## config.mk

```make
export PLATFORM = sky130hd
export DESIGN_NAME = bcd_timekeeper
export DESIGN_NICKNAME = d
export VERILOG_FILES = /design/src/rtl/clock_pkg.sv /design/src/rtl/bcd_mod_counter.sv /design/src/rtl/bcd_timekeeper.sv
export SDC_FILE = /design/constraint.sdc
export NUM_CORES = 1
export LEC_CHECK = 0
export BUFFER_PORTS_ARGS = -buffer_cell sky130_fd_sc_hd__buf_2
export CAP_MARGIN = 10
export CORE_ASPECT_RATIO = 0.8
export CORE_MARGIN = 4
export CORE_UTILIZATION = 45
export CTS_CLUSTER_DIAMETER = 120
export DETAILED_ROUTE_END_ITERATION = 6
export HOLD_SLACK_MARGIN = 0.06
export PLACE_DENSITY_LB_ADDON = 0.08
export SETUP_SLACK_MARGIN = 0.02
export SYNTH_ARGS = -nofsm -noshare
export SYNTH_HDL_FRONTEND = slang
export SYNTH_SLANG_ARGS = --single-unit
```

## constraint.sdc

```tcl
create_clock -name clk -period 7.14 [get_ports clk]
set_input_delay 1.428 -clock clk [delete_from_list [all_inputs] [get_ports clk]]
set_output_delay 1.428 -clock clk [all_outputs]
set_load 0.005 [all_outputs]
```

## src/rtl/clock_pkg.sv

```systemverilog
// ============================================================================
// Module   : clock_pkg
// Brief    : Shared state encodings, BCD limits and BCD helper functions.
// Revision : 1.0 - initial release
// ============================================================================
`default_nettype none

package clock_pkg;

    localparam logic [2:0] c_ST_RUN    = 3'd0;
    localparam logic [2:0] c_ST_SET_H  = 3'd1;
    localparam logic [2:0] c_ST_SET_M  = 3'd2;
    localparam logic [2:0] c_ST_SET_AH = 3'd3;
    localparam logic [2:0] c_ST_SET_AM = 3'd4;

    localparam logic [7:0] c_BCD_MAX_MIN  = 8'h59;
    localparam logic [7:0] c_BCD_MAX_HOUR = 8'h23;
    localparam logic [7:0] c_BCD_NOON     = 8'h12;

    typedef struct packed {
        logic [7:0] next;
        logic       wrap;
    } bcd_inc_t;

    typedef struct packed {
        logic [7:0] hour12;
        logic       pm;
    } hour12_t;

    function automatic bcd_inc_t bcd_inc(input logic [7:0] value, input logic [7:0] limit);
        bcd_inc_t r;
        if (value == limit) begin
            r.next = 8'h00;
            r.wrap = 1'b1;
        end else if (value[3:0] == 4'd9) begin
            r.next = {value[7:4] + 4'd1, 4'd0};
            r.wrap = 1'b0;
        end else begin
            r.next = {value[7:4], value[3:0] + 4'd1};
            r.wrap = 1'b0;
        end
        return r;
    endfunction

    // 20 and 21 borrow across the tens digit, so a plain hex subtract is wrong there.
    function automatic hour12_t bcd_to_12h(input logic [7:0] hour);
        hour12_t r;
        r.pm = (hour >= c_BCD_NOON);
        case (hour)
            8'h00:   r.hour12 = c_BCD_NOON;
            8'h20:   r.hour12 = 8'h08;
            8'h21:   r.hour12 = 8'h09;
            default: r.hour12 = (hour > c_BCD_NOON) ? (hour - c_BCD_NOON) : hour;
        endcase
        return r;
    endfunction

endpackage

`default_nettype wire

```

## src/rtl/bcd_mod_counter.sv

```systemverilog
// ============================================================================
// Module   : bcd_mod_counter
// Brief    : Two-digit BCD modulo counter (00..MAX) with synchronous clear.
// Revision : 1.0 - initial release
// ============================================================================
`default_nettype none

module bcd_mod_counter
    import clock_pkg::*;
#(
    parameter logic [7:0] MAX = 8'h59
) (
    input  logic       clk,
    input  logic       clr_n,
    input  logic       inc,
    input  logic       load_zero,
    output logic [7:0] value,
    output logic       wrap
);

    logic [7:0] r_value;
    bcd_inc_t   w_step;

    always_comb begin
        w_step = bcd_inc(r_value, MAX);
    end

    always_ff @(posedge clk or negedge clr_n) begin
        if (!clr_n) begin
            r_value <= 8'h00;
        end else if (load_zero) begin
            r_value <= 8'h00;
        end else if (inc) begin
            r_value <= w_step.next;
        end
    end

    assign value = r_value;
    assign wrap  = inc && w_step.wrap;

endmodule

`default_nettype wire

```

## src/rtl/bcd_timekeeper.sv

```systemverilog
// ============================================================================
// Module   : bcd_timekeeper
// Brief    : HH:MM:SS BCD clock with prescaler, set-mode FSM, HH:MM alarm and
//            12/24-hour display formatting.
// Revision : 1.0 - initial release
// ============================================================================
`default_nettype none

module bcd_timekeeper
    import clock_pkg::*;
#(
    parameter int TICKS_PER_SEC = 50_000_000,
    parameter int RING_SECS     = 60
) (
    input  logic        clk,
    input  logic        clr_n,
    input  logic        enable,
    input  logic        mode_btn,
    input  logic        inc_btn,
    input  logic        stop_btn,
    input  logic        alarm_en,
    input  logic        hour_mode,
    input  logic        disp_sel,
    output logic [7:0]  osecond,
    output logic [7:0]  ominute,
    output logic [7:0]  ohour,
    output logic [15:0] disp_digits,
    output logic        pm,
    output logic        alarm_ring,
    output logic        sec_tick,
    output logic [2:0]  state
);

    localparam int c_PRESC_W = (TICKS_PER_SEC > 2) ? $clog2(TICKS_PER_SEC) : 1;
    localparam int c_RING_W  = $clog2(RING_SECS + 1);

    logic [2:0]           r_state;
    logic [2:0]           w_state_next;
    logic                 w_run;
    logic                 w_alarm_view;
    logic                 w_leave_set_m;
    logic                 w_set_h_inc;
    logic                 w_set_m_inc;
    logic                 w_set_ah_inc;
    logic                 w_set_am_inc;

    logic [c_PRESC_W-1:0] r_presc;
    logic                 r_sec_tick;
    logic                 w_tick;

    logic                 w_sec_wrap;
    logic                 w_min_wrap;
    logic                 w_unused_hour_wrap;
    logic                 w_unused_ahour_wrap;
    logic                 w_unused_amin_wrap;
    logic [7:0]           w_alarm_hour;
    logic [7:0]           w_alarm_min;

    bcd_inc_t             w_min_step;
    bcd_inc_t             w_hour_step;
    logic                 w_trigger;
    logic                 r_ring;
    logic [c_RING_W-1:0]  r_ring_cnt;

    logic [7:0]           w_hour_src;
    hour12_t              w_h12;
    logic [7:0]           w_hour_disp;

    // ---------------------------------------------------------------- FSM
    always_ff @(posedge clk or negedge clr_n) begin
        if (!clr_n) begin
            r_state <= c_ST_RUN;
        end else begin
            r_state <= w_state_next;
        end
    end

    always_comb begin
        w_state_next = r_state;
        case (r_state)
            c_ST_RUN:    if (mode_btn) w_state_next = c_ST_SET_H;
            c_ST_SET_H:  if (mode_btn) w_state_next = c_ST_SET_M;
            c_ST_SET_M:  if (mode_btn) w_state_next = c_ST_SET_AH;
            c_ST_SET_AH: if (mode_btn) w_state_next = c_ST_SET_AM;
            c_ST_SET_AM: if (mode_btn) w_state_next = c_ST_RUN;
            default:     w_state_next = c_ST_RUN;
        endcase
    end

    // A mode press in the same cycle swallows the increment.
    always_comb begin
        w_run         = (r_state == c_ST_RUN);
        w_alarm_view  = (r_state == c_ST_SET_AH) || (r_state == c_ST_SET_AM);
        w_leave_set_m = (r_state == c_ST_SET_M) && mode_btn;
        w_set_h_inc   = (r_state == c_ST_SET_H)  && inc_btn && !mode_btn;
        w_set_m_inc   = (r_state == c_ST_SET_M)  && inc_btn && !mode_btn;
        w_set_ah_inc  = (r_state == c_ST_SET_AH) && inc_btn && !mode_btn;
        w_set_am_inc  = (r_state == c_ST_SET_AM) && inc_btn && !mode_btn;
    end

    // ---------------------------------------------------------- prescaler
    always_ff @(posedge clk or negedge clr_n) begin
        if (!clr_n) begin
            r_presc    <= '0;
            r_sec_tick <= 1'b0;
        end else begin
            r_sec_tick <= 1'b0;
            if (!w_run) begin
                r_presc <= '0;
            end else if (enable) begin
                if (r_presc == c_PRESC_W'(TICKS_PER_SEC - 1)) begin
                    r_presc    <= '0;
                    r_sec_tick <= 1'b1;
                end else begin
                    r_presc <= r_presc + c_PRESC_W'(1);
                end
            end
        end
    end

    assign w_tick = r_sec_tick && w_run;

    // ----------------------------------------------------------- counters
    bcd_mod_counter #(.MAX(c_BCD_MAX_MIN)) u_sec (
        .clk       (clk),
        .clr_n     (clr_n),
        .inc       (w_tick),
        .load_zero (w_leave_set_m),
        .value     (osecond),
        .wrap      (w_sec_wrap)
    );

    // Minute wraps from the set FSM never carry because w_tick is low outside RUN.
    bcd_mod_counter #(.MAX(c_BCD_MAX_MIN)) u_min (
        .clk       (clk),
        .clr_n     (clr_n),
        .inc       ((w_tick && w_sec_wrap) || w_set_m_inc),
        .load_zero (1'b0),
        .value     (ominute),
        .wrap      (w_min_wrap)
    );

    bcd_mod_counter #(.MAX(c_BCD_MAX_HOUR)) u_hour (
        .clk       (clk),
        .clr_n     (clr_n),
        .inc       ((w_tick && w_min_wrap) || w_set_h_inc),
        .load_zero (1'b0),
        .value     (ohour),
        .wrap      (w_unused_hour_wrap)
    );

    bcd_mod_counter #(.MAX(c_BCD_MAX_HOUR)) u_alarm_hour (
        .clk       (clk),
        .clr_n     (clr_n),
        .inc       (w_set_ah_inc),
        .load_zero (1'b0),
        .value     (w_alarm_hour),
        .wrap      (w_unused_ahour_wrap)
    );

    bcd_mod_counter #(.MAX(c_BCD_MAX_MIN)) u_alarm_min (
        .clk       (clk),
        .clr_n     (clr_n),
        .inc       (w_set_am_inc),
        .load_zero (1'b0),
        .value     (w_alarm_min),
        .wrap      (w_unused_amin_wrap)
    );

    // -------------------------------------------------------------- alarm
    // Compare against the time this tick is about to produce, so the ring
    // rises on the same edge that shows HH:MM:00.
    always_comb begin
        w_min_step  = bcd_inc(ominute, c_BCD_MAX_MIN);
        w_hour_step = bcd_inc(ohour, c_BCD_MAX_HOUR);
        w_trigger   = w_tick && alarm_en && w_sec_wrap
                   && (w_min_step.next == w_alarm_min)
                   && ((w_min_step.wrap ? w_hour_step.next : ohour) == w_alarm_hour);
    end

    always_ff @(posedge clk or negedge clr_n) begin
        if (!clr_n) begin
            r_ring     <= 1'b0;
            r_ring_cnt <= '0;
        end else if (stop_btn || !alarm_en || !w_run) begin
            r_ring     <= 1'b0;
            r_ring_cnt <= '0;
        end else if (w_trigger) begin
            r_ring     <= 1'b1;
            r_ring_cnt <= c_RING_W'(RING_SECS);
        end else if (r_ring && w_tick) begin
            if (r_ring_cnt <= c_RING_W'(1)) begin
                r_ring     <= 1'b0;
                r_ring_cnt <= '0;
            end else begin
                r_ring_cnt <= r_ring_cnt - c_RING_W'(1);
            end
        end
    end

    // ------------------------------------------------------------ display
    always_comb begin
        w_hour_src  = w_alarm_view ? w_alarm_hour : ohour;
        w_h12       = bcd_to_12h(w_hour_src);
        w_hour_disp = hour_mode ? w_h12.hour12 : w_hour_src;
        pm          = w_h12.pm;
        if (w_alarm_view) begin
            disp_digits = {w_hour_disp, w_alarm_min};
        end else if (disp_sel) begin
            disp_digits = {w_hour_disp, ominute};
        end else begin
            disp_digits = {ominute, osecond};
        end
    end

    assign alarm_ring = r_ring;
    assign sec_tick   = r_sec_tick;
    assign state      = r_state;

endmodule

`default_nettype wire

```

==> summary.txt <==
Synthesis
  • EDFF count, synth: 0
  • Post-synth top flop: dfrtp_1
  • Ys async rst share: 100%
  • Mapped cell area: 5770 sq um
  • Yosys reg bits: 77
  • Synth Warn #: 0
  • Seq/Total Area, Yosys: 33.4%
  • Netlist cell types: 82
  • Synthesized area per cell: 8.24 sq um
  • Post-synthesis instance total: 700
  • Mapped Nets: 733

Clock network
  • Sink Count: 77
  • Number of H-tree levels: 3
  • Hold buffers post-CTS: 0
  • CTS Buffer Depth: 2
  • CTS clk-pin slew, worst paths: 0.06 ns
  • CTS tree: done
  • Post_cts resized: 0
  • Clock Root Buffer: clkbuf_16
  • Worst-Skew Late Latency: 0.34 ns
  • Post-CTS Setup Inserts: 0
  • CTS buffer count: 9

Cells and area
  • Non-Filler Instances: 899
  • Storage cell area: 1930 sq um
  • Layout cells sized above 1: 13.6%
  • Commonest non-fill, non-tap cell in the layout: nand2_1
  • # diodes: 0
  • Fin nets: 756
  • Fill cells: 1227
  • Highest-count cells in the layout ignoring fill and taps: nand2_1 (79), dfrtp_1 (77), o21ai_0 (68)
  • Area of the multi-input gates: 3530 sq um
  • Final instance area: 6370 sq um
  • Area Growth Syn to Fin: 10.3%

Hold path
  • Min-delay src: r_presc[14]$_DFFE_PN0P_
  • Worst Hold End: r_presc[14]$_DFFE_PN0P_
  • Worst hold path class: reg -> reg
  • Hold Crit Depth: 1

Power and ir drop
  • Max VDD drop: 0.000217 V
  • Power Total: 1.91 mW
  • Pwr dens: 300 nW/um^2
  • P_leak: 2.76 nW

Floorplanning
  • Starting density of the core: 46.8%
  • Die W: 135 microns
  • Die Ht: 109 microns
  • Core ar.: 12300 sq um
  • Num ports: 55
  • Die Area: 14700 sq um
  • # rows: 36

Placed design
  • RePlAce Congestion: 0.939
  • Port buffer count: 54
  • Inst Count DP: 883
  • Dpl hpwl: 12000 microns
  • Pre-CTS setup slack: 2.08 ns
  • DP Area: 6040 sq um

Run
  • Max Cap Viol: 0

Detailed routing
  • Routed wire per std cell: 18.1 microns
  • Initial DRT Pass Iterations: 5
  • Wirelength, routed: 16300 microns
  • Vias: 5347
  • DR iter-0 viols: 540
  • Vias per cell: 5.95
  • DRC Markers: 0
  • Routed Antenna Nets: 0

GRT
  • Antenna violations before repair: 0
  • Global route overflow: 0
  • GRT Overall Usage: 23.2%
  • First-pass GRT wire length: 27000 microns
  • Largest net degree at the start of global routing: 78
  • Number of global-route vias before repair: 5000

Setup path
  • Cell mode on critical path: a21oi_1
  • Crit path cell chain: or3b_2, nand2_1, a21oi_1, inv_1, ha_1, a21oi_1, nor3b_1, mux2_2, o311ai_0, buf_2
  • Delay-heaviest family, CP: simple AND/OR/NAND/NOR gates
  • Kind of critical path: reg -> out
  • Worst R2R Path Depth: 8
  • Crit path required time: 5.71 ns
  • CP Launch Type: register
  • Critical-path cell with the highest stage delay: nand2_1
  • CP Max Fanout: 27
  • CP endpoint kind: output pin
  • CP arrival: 3.96 ns
  • Reg2reg start: u_min.value[0]$_DFFE_PN0N_
  • Reg-to-reg endpoint: r_ring_cnt[3]$_DFFE_PN0P_
  • CP max stage delay: 0.65 ns
  • R2r setup slk: 3.48 ns
  • Buf+Inv Stages, Crit Path: 2

Status
  • Outcome: complete, no violations

STA
  • Final worst path period need: 5.39 ns
  • RSZ-0062 raised after global routing: no
  • Final Hold Vio Count: 0
  • FMAX: 0.186 GHz
  • Setup violators final: 0
  • Worst Tran Pin Value: 1.08 ns
  • TNS Setup: 0 ns
  • Final worst slack: 1.75 ns
  • Slew Viols, Final: 0
  • Rel. slew slack: 27.5%
  • Post-route clock period utilization: 75.4%
  • Clock tree skew after final layout: 0.00904 ns
worst register-to-register path: stages (launching register included):
cell and delay, ns:
dfrtp_1 0.59, ha_1 0.32, and4b_1 0.43, nand2_1 0.36
o31a_2 0.44, xnor2_1 0.13, or4_4 0.53, or4b_4 0.60
a21oi_1 0.17
sequential cells by signal, indices dropped and copies added (netlist names):
name                flops
r_ring_cnt              6
alarm_ring              1
u_sec.value             8
u_alarm_hour.value      8
u_min.value             8
r_presc                26
sec_tick                1
u_hour.value            8
u_alarm_min.value       8
state                   3
stage by stage:
step / hold WS, ns / util [%]
after global placement: 0.472 / 49.0
after detailed placement: 0.485 / 49.0
final: 0.509 / 51.6
after floorplan: 0.443 / -
after global routing: 0.522 / 51.6
after CTS: 0.503 / 51.6
worst max-delay path by stage:
stage / startpoint / to / slack [ns] / cells past startpoint
floorplan: state[0]$_DFFE_PN0P_ / disp_digits[15] / 3.03 / 10
global placement: state[0]$_DFFE_PN0P_ / disp_digits[15] / 2.24 / 10
detailed placement: state[0]$_DFFE_PN0P_ / disp_digits[15] / 2.08 / 10
CTS: state[0]$_DFFE_PN0P_ / disp_digits[15] / 1.70 / 10
global route: state[0]$_DFFE_PN0P_ / disp_digits[15] / 1.41 / 10
finish: state[0]$_DFFE_PN0P_ / disp_digits[15] / 1.75 / 10
cell usage after synthesis (all sizes together), types with 16 or more instances:
cell type / n / share of area [%]
nand2: 79 / 5.1
dfrtp: 77 / 33
o21ai: 71 / 6.2
nor2: 55 / 3.6
a21oi: 43 / 3.9
clkbuf: 31 / 2.2
inv: 25 / 1.6
ha: 24 / 5.2
nor3: 22 / 2.0
nand3: 20 / 1.7
mux2i: 16 / 2.8
kinds of logic after synthesis:
family	synth area share, %
and+or+nand+nor	26.8
AOI/OAI and AO/OA	21.1
DFF	33.4
buffers and inverters	5.49
adders and majority gates	5.38
xor gates and xnor gates	3.49
muxes	4.34
metal layers:
metal / GRT usage (%) / part of all wire (%) / up-vias
met5: 0 / 0 / -
met4: 6.83 / 1.9 / 0
met3: 5.54 / 7.3 / 25
met2: 32.6 / 41 / 180
met1: 35.2 / 49 / 2537
li1: - / - / 2605
report_power, final:
part,internal (mW),switching [mW]
clock,0.315,0.188
combinational,0.313,0.454
sequential,0.491,0.152
final cells by class:
cell class | instances | area share (%)
multi-input combinational | 555 | 55.4
clock inverter | 6 | 1.36
tap | 171 | 3.36
inverter | 25 | 1.47
sequential | 77 | 30.3
clock buffer | 10 | 3.75
timing repair buffer | 55 | 4.40
Note: power is estimated with default switching activity, not from simulation.
